[config.mk]
export PLATFORM = sky130hd
export DESIGN_NAME = memacc
export DESIGN_NICKNAME = d
export VERILOG_FILES = /design/src/rtl/swt16_pkg.sv /design/src/rtl/memacc.sv
export SDC_FILE = /design/constraint.sdc
export NUM_CORES = 1
export LEC_CHECK = 0
export ABC_AREA = 1
export BUFFER_PORTS_ARGS = -buffer_cell sky130_fd_sc_hd__buf_2
export CAP_MARGIN = 25
export CORE_AREA = 2 2 102 104
export DETAILED_ROUTE_END_ITERATION = 8
export DIE_AREA = 0 0 104 106
export HOLD_SLACK_MARGIN = 0.06
export PLACE_DENSITY_LB_ADDON = 0.12
export SLEW_MARGIN = 20
export SYNTH_ARGS = -nofsm -noshare
export SYNTH_HDL_FRONTEND = slang
export SYNTH_SLANG_ARGS = --single-unit
[constraint.sdc]
create_clock -name clock -period 7.4 [get_ports clock]
set_input_delay 1.11 -clock clock [delete_from_list [all_inputs] [get_ports clock]]
set_output_delay 1.11 -clock clock [all_outputs]
set_load 0.005 [all_outputs]
[src/rtl/swt16_pkg.sv]
// Shared definitions for the swt16 pipeline: default widths, memory-access FSM
// encoding and helpers that decode the sampled control flags of an instruction.
package swt16_pkg;

  localparam int SWT16_DMEM_ADDR_WIDTH = 12;
  localparam int SWT16_DMEM_WORD_WIDTH = 16;
  localparam int SWT16_IALU_WORD_WIDTH = 16;
  localparam int SWT16_REG_IDX_WIDTH   = 4;

  localparam logic [0:0] ST_IDLE    = 1'b0;
  localparam logic [0:0] ST_WAIT_RD = 1'b1;

  // Field order matches the {flush, load, store, write} concatenation used when sampling.
  typedef struct packed {
    logic flush;
    logic load;
    logic store;
    logic write;
  } ctrl_t;

  // A store wins over a load when both flags are set; a flushed slot does nothing.
  function automatic logic is_load(input ctrl_t c);
    return c.load & ~c.store & ~c.flush;
  endfunction

  function automatic logic is_store(input ctrl_t c);
    return c.store & ~c.flush;
  endfunction

  function automatic logic is_write(input ctrl_t c);
    return c.write & ~c.flush;
  endfunction

endpackage

[src/rtl/memacc.sv]
// Memory-access pipeline stage: issues data-memory loads/stores, stalls upstream
// while a load is outstanding and produces the registered register-file write-back.
module memacc
  import swt16_pkg::*;
#(
  parameter int DMEM_ADDR_WIDTH = SWT16_DMEM_ADDR_WIDTH,
  parameter int DMEM_WORD_WIDTH = SWT16_DMEM_WORD_WIDTH,
  parameter int IALU_WORD_WIDTH = SWT16_IALU_WORD_WIDTH,
  parameter int REG_IDX_WIDTH   = SWT16_REG_IDX_WIDTH
) (
  input  logic                       clock,
  input  logic                       reset,
  input  logic                       in_flush,
  input  logic                       in_act_load_dmem,
  input  logic                       in_act_store_dmem,
  input  logic                       in_act_write_res_to_reg,
  input  logic [DMEM_ADDR_WIDTH-1:0] in_dmem_rd_addr,
  input  logic [DMEM_ADDR_WIDTH-1:0] in_dmem_wr_addr,
  input  logic [DMEM_WORD_WIDTH-1:0] in_dmem_wr_word,
  input  logic [IALU_WORD_WIDTH-1:0] in_res,
  input  logic [REG_IDX_WIDTH-1:0]   in_res_reg_idx,
  output logic                       out_dmem_rd_en,
  output logic [DMEM_ADDR_WIDTH-1:0] out_dmem_rd_addr,
  input  logic [DMEM_WORD_WIDTH-1:0] in_dmem_rd_word,
  input  logic                       in_dmem_rd_valid,
  output logic                       out_dmem_wr_en,
  output logic [DMEM_ADDR_WIDTH-1:0] out_dmem_wr_addr,
  output logic [DMEM_WORD_WIDTH-1:0] out_dmem_wr_word,
  output logic                       out_stall,
  output logic                       out_act_write_res_to_reg,
  output logic [IALU_WORD_WIDTH-1:0] out_res,
  output logic [REG_IDX_WIDTH-1:0]   out_res_reg_idx
);

  logic [0:0]                 r_state;
  logic [0:0]                 w_state_next;

  ctrl_t                      r_ctrl;
  logic [DMEM_ADDR_WIDTH-1:0] r_rd_addr;
  logic [DMEM_ADDR_WIDTH-1:0] r_wr_addr;
  logic [DMEM_WORD_WIDTH-1:0] r_wr_word;
  logic [IALU_WORD_WIDTH-1:0] r_res;
  logic [REG_IDX_WIDTH-1:0]   r_res_reg_idx;

  logic                       r_wb_act;
  logic [IALU_WORD_WIDTH-1:0] r_wb_res;
  logic [REG_IDX_WIDTH-1:0]   r_wb_idx;

  logic                       w_load_issue;
  logic                       w_load_busy;
  logic                       w_rd_done;
  logic                       w_stall;
  logic                       w_store;
  logic [IALU_WORD_WIDTH-1:0] w_rd_word;

  // The read request lasts only the issue cycle; WAIT_RD just waits for valid.
  assign w_load_issue = (r_state == ST_IDLE) && is_load(r_ctrl);
  assign w_load_busy  = w_load_issue || (r_state == ST_WAIT_RD);
  assign w_rd_done    = w_load_busy && in_dmem_rd_valid;
  assign w_stall      = w_load_busy && !in_dmem_rd_valid;
  assign w_store      = is_store(r_ctrl);
  assign w_rd_word    = IALU_WORD_WIDTH'(in_dmem_rd_word);

  assign out_dmem_rd_en   = w_load_issue;
  assign out_dmem_rd_addr = w_load_issue ? r_rd_addr : '0;
  assign out_dmem_wr_en   = w_store;
  assign out_dmem_wr_addr = w_store ? r_wr_addr : '0;
  assign out_dmem_wr_word = w_store ? r_wr_word : '0;
  assign out_stall        = w_stall;

  assign out_act_write_res_to_reg = r_wb_act;
  assign out_res                  = r_wb_res;
  assign out_res_reg_idx          = r_wb_idx;

  always_comb begin
    w_state_next = r_state;
    case (r_state)
      ST_IDLE:    if (w_load_issue && !in_dmem_rd_valid) w_state_next = ST_WAIT_RD;
      ST_WAIT_RD: if (in_dmem_rd_valid) w_state_next = ST_IDLE;
      default:    w_state_next = ST_IDLE;
    endcase
  end

  always_ff @(posedge clock or posedge reset) begin
    if (reset) begin
      r_state <= ST_IDLE;
    end else begin
      r_state <= w_state_next;
    end
  end

  // Stage registers freeze while stalled so the pending load keeps its flag and index.
  always_ff @(posedge clock or posedge reset) begin
    if (reset) begin
      r_ctrl        <= '0;
      r_rd_addr     <= '0;
      r_wr_addr     <= '0;
      r_wr_word     <= '0;
      r_res         <= '0;
      r_res_reg_idx <= '0;
    end else if (!w_stall) begin
      r_ctrl        <= {in_flush, in_act_load_dmem, in_act_store_dmem, in_act_write_res_to_reg};
      r_rd_addr     <= in_dmem_rd_addr;
      r_wr_addr     <= in_dmem_wr_addr;
      r_wr_word     <= in_dmem_wr_word;
      r_res         <= in_res;
      r_res_reg_idx <= in_res_reg_idx;
    end
  end

  always_ff @(posedge clock or posedge reset) begin
    if (reset) begin
      r_wb_act <= 1'b0;
      r_wb_res <= '0;
      r_wb_idx <= '0;
    end else if (w_rd_done) begin
      r_wb_act <= r_ctrl.write;
      r_wb_res <= w_rd_word;
      r_wb_idx <= r_res_reg_idx;
    end else if (!w_load_busy && is_write(r_ctrl)) begin
      r_wb_act <= 1'b1;
      r_wb_res <= r_res;
      r_wb_idx <= r_res_reg_idx;
    end else begin
      r_wb_act <= 1'b0;
      r_wb_res <= '0;
      r_wb_idx <= '0;
    end
  end

endmodule

==> flow_summary.ini <==
[run_status]
status = finished clean

[placement]
gp_congestion = 0.725
placed_cell_area_mm2 = 0.00461
hpwlAfterDp_um = 6100
io_buffer_count = 146

[power_and_ir_drop]
power.leakage_nw = 2.92
combPwrFrac = 0.181
clkPwrFrac = 0.333
peakVddDrop_mv = 0.0883
seq_power_share = 0.485
p_int_w = 0.000813
p_switching_w = 0.000323
p_sw_frac = 0.284
cellPowerDensity_mw_per_mm2 = 235

[setup_path]
critical-path-max-stage-delay_ps = 670
critPathArrivalTime_ps = 2400
r2r-end = r_res[0]$_DFFE_PP0N_
cp-startpoint = r_state$_DFF_PP0_
start_kind = register
crit_fanout = 23
r2r-start = r_ctrl[3]$_DFFE_PP0N_
cp_data_required_time_ps = 6290
criticalPathCategory = reg -> out
path_cells = inv_1 > nand4_1 > nor2_1 > buf_2
cpMaxStageDelayCell = nand4_1
reg2reg_slack_ps = 5240
cp-end-kind = output port
ff2ff_path_depth = 6

[synth]
ys_warn_count = 0
async_reset_ff_frac = 1.00
synth_commonest_cells = nand2_1 (149), dfrtp_1 (86), nand3_1 (86)
seq_area_frac_synth = 0.560
syn_avg_cell_area_um2 = 8.16
yosysMostFrequentCell = nand2_1
synth_area_leaders = dfrtp_1 (56%), nand2_1 (15%), nand3_1 (11%), inv_1 (4.7%), nor2_1 (4.1%)
ys_ff_latch = 86
yosys.area.top_type = dfrtp_1
synthFlopType = dfrtp_1
syn_area_mm2 = 0.00384
synthesis.nets = 554
synth-edff-count = 0
synthCells = 471
post_synth_num_cell_types = 14
synth_top_area_share = 0.560

[clock_tree]
post_cts_buffers = 0
clkTransAtPathRegs_ps = 80
cts_hold_buffers = 0
tritoncts = done
cts_buffer_depth = 2
cts_max_level = 3
numCtsBuffers = 9
cts.sinks = 86
clockRootBuffer = clkbuf_8
insertion_delay_ps = 340
ctsResizeCount = 0

[sta]
maxSlewViolCount = 0
post-route-period-util = 0.475
max_freq_mhz = 285
setup_viol = 0
fin_skew_ps = 11.5
maxSlewHeadroom = 0.446
finalSetupTns_ps = 0
hold_viol_final = 0
rsz0062_at_grt = false
fin_crit_ps = 3510
tightestPinTransition_ps = 831

[detailed_routing]
wl_per_cell_um = 12.8
drc = 0
wl_um = 9460
dr.first_iter.drc_count = 197
vias_per_cell = 4.66
drtAntennaViolNets = 0
vias = 3446
dr.pass1.iters = 6

[floorplan]
die-area_mm2 = 0.0110
start_util = 0.384
io_pins = 147
chipHeight_um = 106
placementRows = 37
core-area_mm2 = 0.0100
fp.dieW_um = 104

[cells_and_area]
area_growth_pct = 25.9
seq_area_mm2 = 0.00215
diodes = 0
post_route_cells_drive_above_1_share = 0.286
num-fill-cells = 1042
nets = 682
final_cell_area_mm2 = 0.00484
multi_input_area_mm2 = 0.00130

[global_route]
grt_pass1_vias = 3372
grt-ovfl-total = 0
grt_max_degree = 86
antenna_found_initial = 1
grt_pass1_wl_um = 15800
gr-usage-all-layers = 0.175

[min_path]
hold_class = reg -> reg
min_path_cells = 2
worstHoldEndpoint = r_wr_addr[8]$_DFFE_PP0N_
hold_path.startpoint = r_wr_addr[8]$_DFFE_PP0N_

[job]
maxCapViolCount = 0
==> how the worst max path moves through the flow <==
stage / cells past startpoint / slack [ps] / endpoint
finish: 4 / 3890 / out_dmem_rd_addr[1]
global route: 4 / 3650 / out_dmem_rd_addr[1]
CTS: 4 / 3850 / out_dmem_rd_addr[1]
detailed placement: 6 / 3930 / out_stall
global placement: 5 / 3740 / out_stall
floorplan: 1 / 4070 / out_act_write_res_to_reg$_DFF_PP0_
==> cell usage in the layout (no fill, tap or decap) <==
cell type | Yosys | layout
nand4_1 | 21 | 21
nor2_1 | 42 | 42
dfrtp_1 | 86 | 86
bufinv_16 | 0 | 2
nand2_1 | 149 | 149
nand2_2 | 2 | 2
inv_2 | 2 | 3
buf_12 | 0 | 2
clkbuf_8 | 0 | 11
clkinv_4 | 0 | 1
buf_2 | 12 | 146
inv_4 | 0 | 1
inv_1 | 48 | 46
nand3_2 | 1 | 1
buf_4 | 6 | 3
nand3_1 | 86 | 86
clkbuf_1 | 8 | 1
inv_6 | 0 | 1
==> per-stage QoR <==
| step | setup WS (ps) | utilization | cells | power [W] | hold WS [ps] |
|---|---|---|---|---|---|
| final | 3890 | 0.484 | 740 | 0.00114 | 511 |
| after global routing | 3650 | 0.484 | 740 | 0.00120 | 534 |
| after CTS | 3850 | 0.484 | 740 | 0.00115 | 517 |
| after detailed placement | 3930 | 0.461 | 724 | 0.000770 | 493 |
| after global placement | 3740 | 0.457 | 722 | 0.000764 | 489 |
| after floorplan | 4070 | - | 471 | 0.000691 | 476 |
==> routing by layer <==
metal,part of all wire,GRT usage,vias to the layer above
met5,0.0014,0,-
met3,0.065,0.0411,9
met2,0.45,0.289,109
li1,-,-,1725
met1,0.47,0.233,1601
met4,0.0078,0.0463,2
==> critical path: cells and delay by family (launching register included) <==
kind | cells | cell delay (ps)
and+or+nand+nor | 2 | 1000
buffers and inverters | 2 | 710
DFF | 1 | 360
==> cells by family after synthesis <==
logic type             Yosys count  share of synthesized area
buffers and inverters           84                      0.102
and+or+nand+nor                301                      0.339
DFF                             86                      0.560
==> power groups by stage <==
stage | logic [W] | registers, W | clock network (W)
after floorplan | 0.000134 | 0.000557 | 0
after global placement | 0.000206 | 0.000558 | 0
after detailed placement | 0.000210 | 0.000560 | 0
after CTS | 0.000211 | 0.000550 | 0.000391
after global routing | 0.000237 | 0.000558 | 0.000409
final | 0.000206 | 0.000551 | 0.000378
==> area by class of cell <==
cell class | instances | share of cell area
clock buffer | 12 | 0.0321
timing repair buffer | 151 | 0.164
multi-input combinational | 301 | 0.269
clock inverter | 4 | 0.0160
sequential | 86 | 0.445
tap | 136 | 0.0352
inverter | 50 | 0.0393
No activity file was read; power rests on OpenSTA's default activity.
